[config.mk]
export PLATFORM = sky130hd
export DESIGN_NAME = if_fetch_stage_flat
export DESIGN_NICKNAME = d
export VERILOG_FILES = /design/src/rtl/if_pkg.sv /design/src/rtl/if_fetch_stage_if.sv /design/src/rtl/if_skid_buf.sv /design/src/rtl/if_fetch_stage.sv /design/src/flat_wrapper.sv
export SDC_FILE = /design/constraint.sdc
export NUM_CORES = 1
export LEC_CHECK = 0
export BUFFER_PORTS_ARGS = -buffer_cell sky130_fd_sc_hd__buf_2
export CORE_MARGIN = 10
export CORE_UTILIZATION = 40
export CTS_CLUSTER_DIAMETER = 80
export DETAILED_ROUTE_END_ITERATION = 7
export GPL_TIMING_DRIVEN = 0
export SLEW_MARGIN = 20
export SYNTH_ARGS = -nofsm -noshare
export SYNTH_HDL_FRONTEND = slang
export SYNTH_HIERARCHICAL = 1
export SYNTH_SLANG_ARGS = --single-unit
[constraint.sdc]
create_clock -name clk -period 3.04 [get_ports clk]
set_input_delay 0.152 -clock clk [delete_from_list [all_inputs] [get_ports clk]]
set_output_delay 0.152 -clock clk [all_outputs]
set_load 0.02 [all_outputs]
[src/rtl/if_pkg.sv]
// Shared definitions for the instruction-fetch stage: FSM encoding,
// canonical NOP and the default reset PC.
package if_pkg;

    typedef enum logic [2:0] {
        ST_FETCH,
        ST_WAIT,
        ST_HOLD,
        ST_DROP,
        ST_FAULT
    } fetch_state_e;

    localparam logic [31:0] NOP_INSTR        = 32'h0000_0013;
    localparam logic [31:0] DEFAULT_RESET_PC = 32'h0000_0000;

    function automatic logic [31:0] pc_plus_4(input logic [31:0] pc);
        return pc + 32'd4;
    endfunction

endpackage

[src/rtl/if_fetch_stage_if.sv]
// Instruction-memory request/response bus between the fetch stage (master)
// and the instruction memory (slave).
interface if_fetch_stage_if;
    logic        imem_req;
    logic [31:0] imem_addr;
    logic        imem_ready;
    logic        imem_rvalid;
    logic [31:0] imem_rdata;

    modport master (output imem_req, imem_addr,
                    input  imem_ready, imem_rvalid, imem_rdata);
    modport slave  (input  imem_req, imem_addr,
                    output imem_ready, imem_rvalid, imem_rdata);
endinterface

[src/rtl/if_skid_buf.sv]
// One-entry instruction/PC holding buffer. Clear beats load beats unload.
module if_skid_buf
    import if_pkg::*;
(
    input  logic        clk,
    input  logic        reset,
    input  logic        load,
    input  logic        unload,
    input  logic        clear,
    input  logic [31:0] load_instr,
    input  logic [31:0] load_pc,
    output logic        valid,
    output logic [31:0] instr,
    output logic [31:0] pc
);

    always_ff @(posedge clk) begin
        if (reset) begin
            valid <= 1'b0;
            instr <= NOP_INSTR;
            pc    <= '0;
        end else if (clear) begin
            valid <= 1'b0;
        end else if (load) begin
            valid <= 1'b1;
            instr <= load_instr;
            pc    <= load_pc;
        end else if (unload) begin
            valid <= 1'b0;
        end
    end

endmodule

[src/rtl/if_fetch_stage.sv]
// RV32I instruction-fetch stage: PC, single-outstanding imem fetch, IF/ID register.
// Optional misaligned-redirect fault enabled by defining IF_ALIGN_CHECK_EN.
module if_fetch_stage
    import if_pkg::*;
#(
    parameter logic [31:0] RESET_PC = DEFAULT_RESET_PC,
    parameter int          XLEN     = 32
) (
    input  logic             clk,
    input  logic             reset,
    input  logic             stall,
    input  logic             redirect,
    input  logic [XLEN-1:0]  redirect_pc,
    if_fetch_stage_if.master imem,
    output logic             if_id_valid,
    output logic [XLEN-1:0]  if_id_instr,
    output logic [XLEN-1:0]  if_id_pc,
    output logic [XLEN-1:0]  if_id_pc_plus_4,
    output logic             fetch_misaligned
);

    fetch_state_e    state;
    logic [XLEN-1:0] pc, fetch_pc, tgt_pc, skid_instr, skid_pc;
    logic            skid_valid, to_ifid, skid_load, skid_unload, outstanding;

`ifdef IF_ALIGN_CHECK_EN
    logic misalign;
    assign tgt_pc   = redirect_pc;
    assign misalign = redirect && (redirect_pc[1:0] != 2'b00);
`else
    assign tgt_pc           = redirect_pc & ~XLEN'(3);
    assign fetch_misaligned = 1'b0;
`endif

    assign imem.imem_req  = (state == ST_FETCH) && !reset;
    assign imem.imem_addr = pc;

    // A response goes straight to IF/ID unless ID is stalled on a real instruction.
    assign to_ifid     = (state == ST_WAIT) && imem.imem_rvalid && (!stall || !if_id_valid);
    assign skid_load   = !redirect && (state == ST_WAIT) && imem.imem_rvalid && !to_ifid;
    assign skid_unload = !redirect && (state == ST_HOLD) && !stall;
    assign outstanding = ((state == ST_WAIT || state == ST_DROP) && !imem.imem_rvalid) ||
                         ((state == ST_FETCH) && imem.imem_ready);

    if_skid_buf u_skid (
        .clk        (clk),
        .reset      (reset),
        .load       (skid_load),
        .unload     (skid_unload),
        .clear      (redirect),
        .load_instr (imem.imem_rdata),
        .load_pc    (fetch_pc),
        .valid      (skid_valid),
        .instr      (skid_instr),
        .pc         (skid_pc)
    );

    always_ff @(posedge clk) begin
        if (reset) begin
            state           <= ST_FETCH;
            pc              <= RESET_PC;
            fetch_pc        <= RESET_PC;
            if_id_valid     <= 1'b0;
            if_id_instr     <= NOP_INSTR;
            if_id_pc        <= '0;
            if_id_pc_plus_4 <= XLEN'(4);
`ifdef IF_ALIGN_CHECK_EN
            fetch_misaligned <= 1'b0;
`endif
        end else begin
            // Bubble by default; loads below override.
            if (!stall) if_id_valid <= 1'b0;
`ifdef IF_ALIGN_CHECK_EN
            if (misalign || state == ST_FAULT) begin
                state            <= ST_FAULT;
                if_id_valid      <= 1'b0;
                fetch_misaligned <= 1'b1;
            end else
`endif
            if (redirect) begin
                pc          <= tgt_pc;
                if_id_valid <= 1'b0;
                state       <= outstanding ? ST_DROP : ST_FETCH;
            end else begin
                case (state)
                    ST_FETCH: if (imem.imem_ready) begin
                        fetch_pc <= pc;
                        state    <= ST_WAIT;
                    end
                    ST_WAIT: if (imem.imem_rvalid) begin
                        if (to_ifid) begin
                            if_id_valid     <= 1'b1;
                            if_id_instr     <= imem.imem_rdata;
                            if_id_pc        <= fetch_pc;
                            if_id_pc_plus_4 <= pc_plus_4(fetch_pc);
                            pc              <= pc_plus_4(fetch_pc);
                            state           <= ST_FETCH;
                        end else begin
                            state <= ST_HOLD;
                        end
                    end
                    ST_HOLD: if (!stall && skid_valid) begin
                        if_id_valid     <= 1'b1;
                        if_id_instr     <= skid_instr;
                        if_id_pc        <= skid_pc;
                        if_id_pc_plus_4 <= pc_plus_4(skid_pc);
                        pc              <= pc_plus_4(skid_pc);
                        state           <= ST_FETCH;
                    end
                    ST_DROP: if (imem.imem_rvalid) state <= ST_FETCH;
                    default: state <= ST_FETCH;
                endcase
            end
        end
    end

endmodule

[src/flat_wrapper.sv]
// flat-port wrapper written by rule: the top's interface ports become plain ports
module if_fetch_stage_flat import if_pkg::*;
#(
    parameter logic [31:0] RESET_PC = DEFAULT_RESET_PC,
    parameter int          XLEN     = 32
)
  (clk, reset, stall, redirect, redirect_pc, if_id_valid, if_id_instr, if_id_pc, if_id_pc_plus_4, fetch_misaligned, imem_imem_req, imem_imem_addr, imem_imem_ready, imem_imem_rvalid, imem_imem_rdata);
  if_fetch_stage_if imem_i ();
  input  logic clk;
  input  logic reset;
  input  logic stall;
  input  logic redirect;
  input  logic [XLEN-1:0] redirect_pc;
  output logic if_id_valid;
  output logic [XLEN-1:0] if_id_instr;
  output logic [XLEN-1:0] if_id_pc;
  output logic [XLEN-1:0] if_id_pc_plus_4;
  output logic fetch_misaligned;
  output wire logic [$bits(imem_i.imem_req)-1:0] imem_imem_req;
  output wire logic [$bits(imem_i.imem_addr)-1:0] imem_imem_addr;
  input wire logic [$bits(imem_i.imem_ready)-1:0] imem_imem_ready;
  input wire logic [$bits(imem_i.imem_rvalid)-1:0] imem_imem_rvalid;
  input wire logic [$bits(imem_i.imem_rdata)-1:0] imem_imem_rdata;
  assign imem_imem_req = imem_i.imem_req;
  assign imem_imem_addr = imem_i.imem_addr;
  assign imem_i.imem_ready = imem_imem_ready;
  assign imem_i.imem_rvalid = imem_imem_rvalid;
  assign imem_i.imem_rdata = imem_imem_rdata;
  if_fetch_stage #(.RESET_PC(RESET_PC), .XLEN(XLEN)) u_core (.clk(clk), .reset(reset), .stall(stall), .redirect(redirect), .redirect_pc(redirect_pc), .imem(imem_i), .if_id_valid(if_id_valid), .if_id_instr(if_id_instr), .if_id_pc(if_id_pc), .if_id_pc_plus_4(if_id_pc_plus_4), .fetch_misaligned(fetch_misaligned));
endmodule
==> results summary <==
The flow ran to the end, and the final reports show no timing, DRC or antenna violations. The number of hold violations in the final report is 0. The overall track demand over capacity in global routing came out at 22.28%.

The signal on the critical path passes through inv_1 > ha_1 > buf_6 > buf_8 > buf_4 > buf_2 > buf_2 > mux2i_1 > xnor2_1 > a22o_1. The cell that appears most often on the critical path is sky130_fd_sc_hd__buf_2. Once layout is done, the placed cells without fillers occupy 13430 um^2. Clock skew on the completed layout was measured at 0.006941 ns. The time the worst path needs with I/O delays and setup is 2.938 ns. TritonCTS built the clock tree. CTS placed an instance of sky130_fd_sc_hd__clkbuf_16 at the clock tree root. The sequential-to-total area share from yosys stat is 42.92%. The cell row count is 59. The maximum number of pins on one net before global-route repair is 13. The number of antenna diodes came out at 0. The post-synthesis area per instance is 9.047 um^2.

The met3 capacity usage during global routing is 4.748%. The remaining global-route overflow is 0. The worst setup path is captured at a register.

The data required time of the critical path is 3.45 ns. The leakage power summed over all cells is 0.005223 uW. In the final routed layout, each cell accounts on average for 21.40 um.

After global routing, the most crowded layer is met2. The total placed instance area came out at 11950 um^2. STA classifies the critical path startpoint as a register.

The netlist area before placement came out at 10540 um^2. The power per unit of standard cell area is 530.6 nW/um^2. The number of distinct library cells after synthesis is 62. The initial antenna violation count came out at 0. Wires add up to 38630 um. The normalized max-slew margin is 36.54%. In this run the tool buffered the top-level ports with 197 buffer cells. The setup-violating endpoint count in the final report came out at 0. The critical path in this run is classified as reg2reg.

The wire length of the first global-routing pass is 59170 um. The number of DRC markers after the initial detailed-route iteration came out at 813. The synthesis-stage register bit count came out at 226. The number of buffers added by the clock tree synthesis step is 25.

In the final layout, the share of cells above drive strength 1 is 22.93%. The cell count after synthesis came out at 1165. After routing, the total negative slack on setup checks comes to 0 ns. The number of violations of the max-capacitance limit came out at 0.

On the critical path, the stage with the largest delay is an instance of sky130_fd_sc_hd__mux2i_1. The clock transition at the registers of the reported paths is 0.06 ns. The net count after synthesis came out at 1239. The met1 routing resource usage after global routing is 30.33%.

In this run the critical register-to-register path is launched from u_core/state[0]$_SDFFE_PP0P_. The I/O pin count came out at 201. For this run, the slowest stage of the critical path takes 0.53 ns.

The utilization after layout came out at 51.68%. The area growth from synthesis to layout is 27.41%. The detailed-router iteration count before antenna repair came out at 6. The y dimension of the die is 182.3 um. The largest fanout of any net on the critical path is 10. In this run the most critical hold path is launched from imem_imem_rvalid. The count of final max-slew check failures is 0. The kind of cell with the highest combined delay along the critical path is buffers and inverters. The floorplan die area came out at 33240 um^2. The average via count per standard cell came out at 5.492. The fmax came out at 340.4 MHz. Dividing the final minimum period by the clock period gives 96.64%. The number of antenna-violating nets in the routed design came out at 0. The die is 182.3 um wide.

The most used flip-flop cell after synthesis is sky130_fd_sc_hd__dfxtp_1. Across all layers, the routed design uses 9913 vias. The maximum count of clock buffers along a single path is 3. For the pin with the worst max-slew slack, the measured transition is 0.9468 ns.

For this run, the number of Yosys warnings is 6. The async set or reset register ratio after synthesis came out at 0%. The number of global-route vias before repair was 9646. The number of enable flip-flop cells after synthesis is 0. Detailed placement ended at an HPWL of 28150 um. The initial core utilization came out at 40.56%. The path class of the tightest hold or removal check is in2reg. The critical path starts at u_core/state[0]$_SDFFE_PP0P_. The worst path arrival time came out at 3.34 ns. For met2 alone, demand over resource in global routing was 35.70%. After floorplanning, the core was sized to cover 25980 um^2. The number of buffers and inverters on the critical path is 6. In the routed design, unresolved DRC markers number 0.

The congestion estimate from routability-driven global placement came to 0.9402. The H-tree depth reported by CTS came out at 1. The clock net in this run drives a total of 226 sinks. The number of nets in the layout came out at 1528. The insertion delay to the later sink of the worst-skew pair is 0.51 ns.

The peak ir drop on the vdd network came out at 0.3789 mV.
[synth_stat cells, types with 7 or more instances]
cell	number	area share [%]
sky130_fd_sc_hd__o21ai_0	27	1.3
sky130_fd_sc_hd__o21ai_2	39	3.2
sky130_fd_sc_hd__nand2b_1	66	3.9
sky130_fd_sc_hd__nand2_1	125	4.5
sky130_fd_sc_hd__and3_1	19	1.1
sky130_fd_sc_hd__xor2_1	10	0.83
sky130_fd_sc_hd__o22ai_1	14	0.83
sky130_fd_sc_hd__inv_1	8	0.28
sky130_fd_sc_hd__a21oi_1	77	3.7
sky130_fd_sc_hd__nor2b_1	7	0.42
sky130_fd_sc_hd__nand3_1	20	0.95
sky130_fd_sc_hd__nor2_1	103	3.7
sky130_fd_sc_hd__nand4bb_1	61	6.5
sky130_fd_sc_hd__clkbuf_1	61	2.2
sky130_fd_sc_hd__mux2i_1	64	6.1
sky130_fd_sc_hd__xnor2_1	15	1.2
sky130_fd_sc_hd__o21ai_1	22	1.0
sky130_fd_sc_hd__dfxtp_1	226	43
sky130_fd_sc_hd__nand3b_1	11	0.78
sky130_fd_sc_hd__buf_2	22	1.0
sky130_fd_sc_hd__a211oi_1	60	4.3
sky130_fd_sc_hd__nor3_1	11	0.52
[per-stage QoR]
stage	hold slack [ns]	setup WS (ns)	power, uW	instances
global placement	0.3864	-0.2260	4140	1697
detailed placement	0.3904	-0.2599	4147	1697
global route	0.09549	-0.001921	7376	1805
floorplan	0.2956	0.6592	3770	1165
CTS	0.04990	0.005268	7170	1804
finish	0.07807	0.1022	7126	1805
[power breakdown]
group          leakage [uW]  switching, uW  internal [uW]
Combinational       0.00300            635            388
Clock              0.000392           1210           1760
Sequential          0.00183           71.8           3060
Total               0.00522           1910           5210
[state kept, by name, indices dropped and copies added, names as in the netlist]
register and cells:
u_core/fetch_pc 32, u_core/if_id_instr 32, u_core/if_id_pc 32, u_core/imem.imem_addr 32
u_core/u_skid/instr 32, u_core/u_skid/pc 32, u_core/if_id_pc_plus_4 30, u_core/state 2
u_core/if_id_valid 1, u_core/u_skid/valid 1
[metal layers]
metal,wire length [um],up-vias
li1,-,4742
met1,17370,4715
met2,17360,408
met3,3273,48
met4,627,0
met5,0,-
[logic make-up after synthesis]
group | after synthesis | synth area share [%]
buffers and inverters | 111 | 5.532
AOI/OAI and AO/OA | 283 | 17.88
and+or+nand+nor | 447 | 24.57
other | 1 | 0.03558
DFF | 226 | 42.92
xor gates and xnor gates | 25 | 2.077
muxes | 68 | 6.505
adders and majority gates | 4 | 0.4749
[worst reg2reg max path: cells and delay by family (launching register included)]
kind	cells	cell delay, ns
xor gates and xnor gates	1	0.18
buffers and inverters	6	1.43
AOI/OAI and AO/OA	1	0.20
muxes	1	0.53
DFF	1	0.34
adders and majority gates	1	0.16
[final timing paths]
| check | end | slack [ns] | depth (start not counted) |
|---|---|---|---|
| max | u_core/if_id_pc_plus_4[31]$_SDFFE_PP0P_ | 0.10 | 10 |
| min | u_core/if_id_valid$_SDFF_PP0_ | 0.08 | 5 |
| max reg2reg | u_core/if_id_pc_plus_4[31]$_SDFFE_PP0P_ | 0.10 | 10 |
| min reg2reg | u_core/if_id_pc_plus_4[2]$_SDFFE_PP1P_ | 0.45 | 2 |
[placed cells by master, fill, tap and decap left out, types with 4 or more instances in the layout]
| master | instances |
|---|---|
| sky130_fd_sc_hd__dlygate4sd1_1 | 5 |
| sky130_fd_sc_hd__dlygate4sd3_1 | 62 |
| sky130_fd_sc_hd__nor3_1 | 10 |
| sky130_fd_sc_hd__a22oi_1 | 5 |
| sky130_fd_sc_hd__o22ai_1 | 14 |
| sky130_fd_sc_hd__nand2_1 | 125 |
| sky130_fd_sc_hd__o21ai_1 | 22 |
| sky130_fd_sc_hd__buf_2 | 215 |
| sky130_fd_sc_hd__xnor2_1 | 14 |
| sky130_fd_sc_hd__a21oi_1 | 77 |
| sky130_fd_sc_hd__clkbuf_1 | 63 |
| sky130_fd_sc_hd__xor2_1 | 10 |
| sky130_fd_sc_hd__nor2_1 | 102 |
| sky130_fd_sc_hd__a211oi_1 | 60 |
| sky130_fd_sc_hd__nand4bb_1 | 61 |
| sky130_fd_sc_hd__a221oi_1 | 4 |
| sky130_fd_sc_hd__mux2_2 | 4 |
| sky130_fd_sc_hd__mux2i_1 | 64 |
| sky130_fd_sc_hd__dfxtp_1 | 226 |
| sky130_fd_sc_hd__buf_4 | 10 |
| sky130_fd_sc_hd__nand3_1 | 20 |
| sky130_fd_sc_hd__buf_8 | 5 |
| sky130_fd_sc_hd__nor2b_1 | 7 |
| sky130_fd_sc_hd__nand2b_1 | 66 |
| sky130_fd_sc_hd__clkbuf_8 | 7 |
| sky130_fd_sc_hd__o21ai_2 | 39 |
| sky130_fd_sc_hd__o21ai_0 | 27 |
| sky130_fd_sc_hd__inv_1 | 8 |
| sky130_fd_sc_hd__nand4_1 | 4 |
| sky130_fd_sc_hd__o21a_1 | 6 |
| sky130_fd_sc_hd__nand3b_1 | 11 |
| sky130_fd_sc_hd__a22o_1 | 6 |
| sky130_fd_sc_hd__clkbuf_16 | 25 |
| sky130_fd_sc_hd__and3_1 | 19 |
| sky130_fd_sc_hd__ha_1 | 4 |
[cell type report]
type	instances	area, um^2
Inverter	9	33.78
Sequential cell	226	4524
Fill cell	2505	12560
Tap cell	335	419.2
Multi-Input combinational cell	828	5459
Clock inverter	5	52.55
Buffer	102	566.8
Timing Repair Buffer	262	1629
Clock buffer	38	744.5
[what timing repair did]
action / in CTS / in global routing
buffers inserted: 2 / 1
endpoints found under the setup margin: 60 / 67
endpoints found under the hold margin: 82 / 0
cloned: 0 / 0
pin swaps: 1 / 1
hold buffers: 62 / 0
resized for setup: 6 / 9
Note: power is estimated with default switching activity, not from simulation.
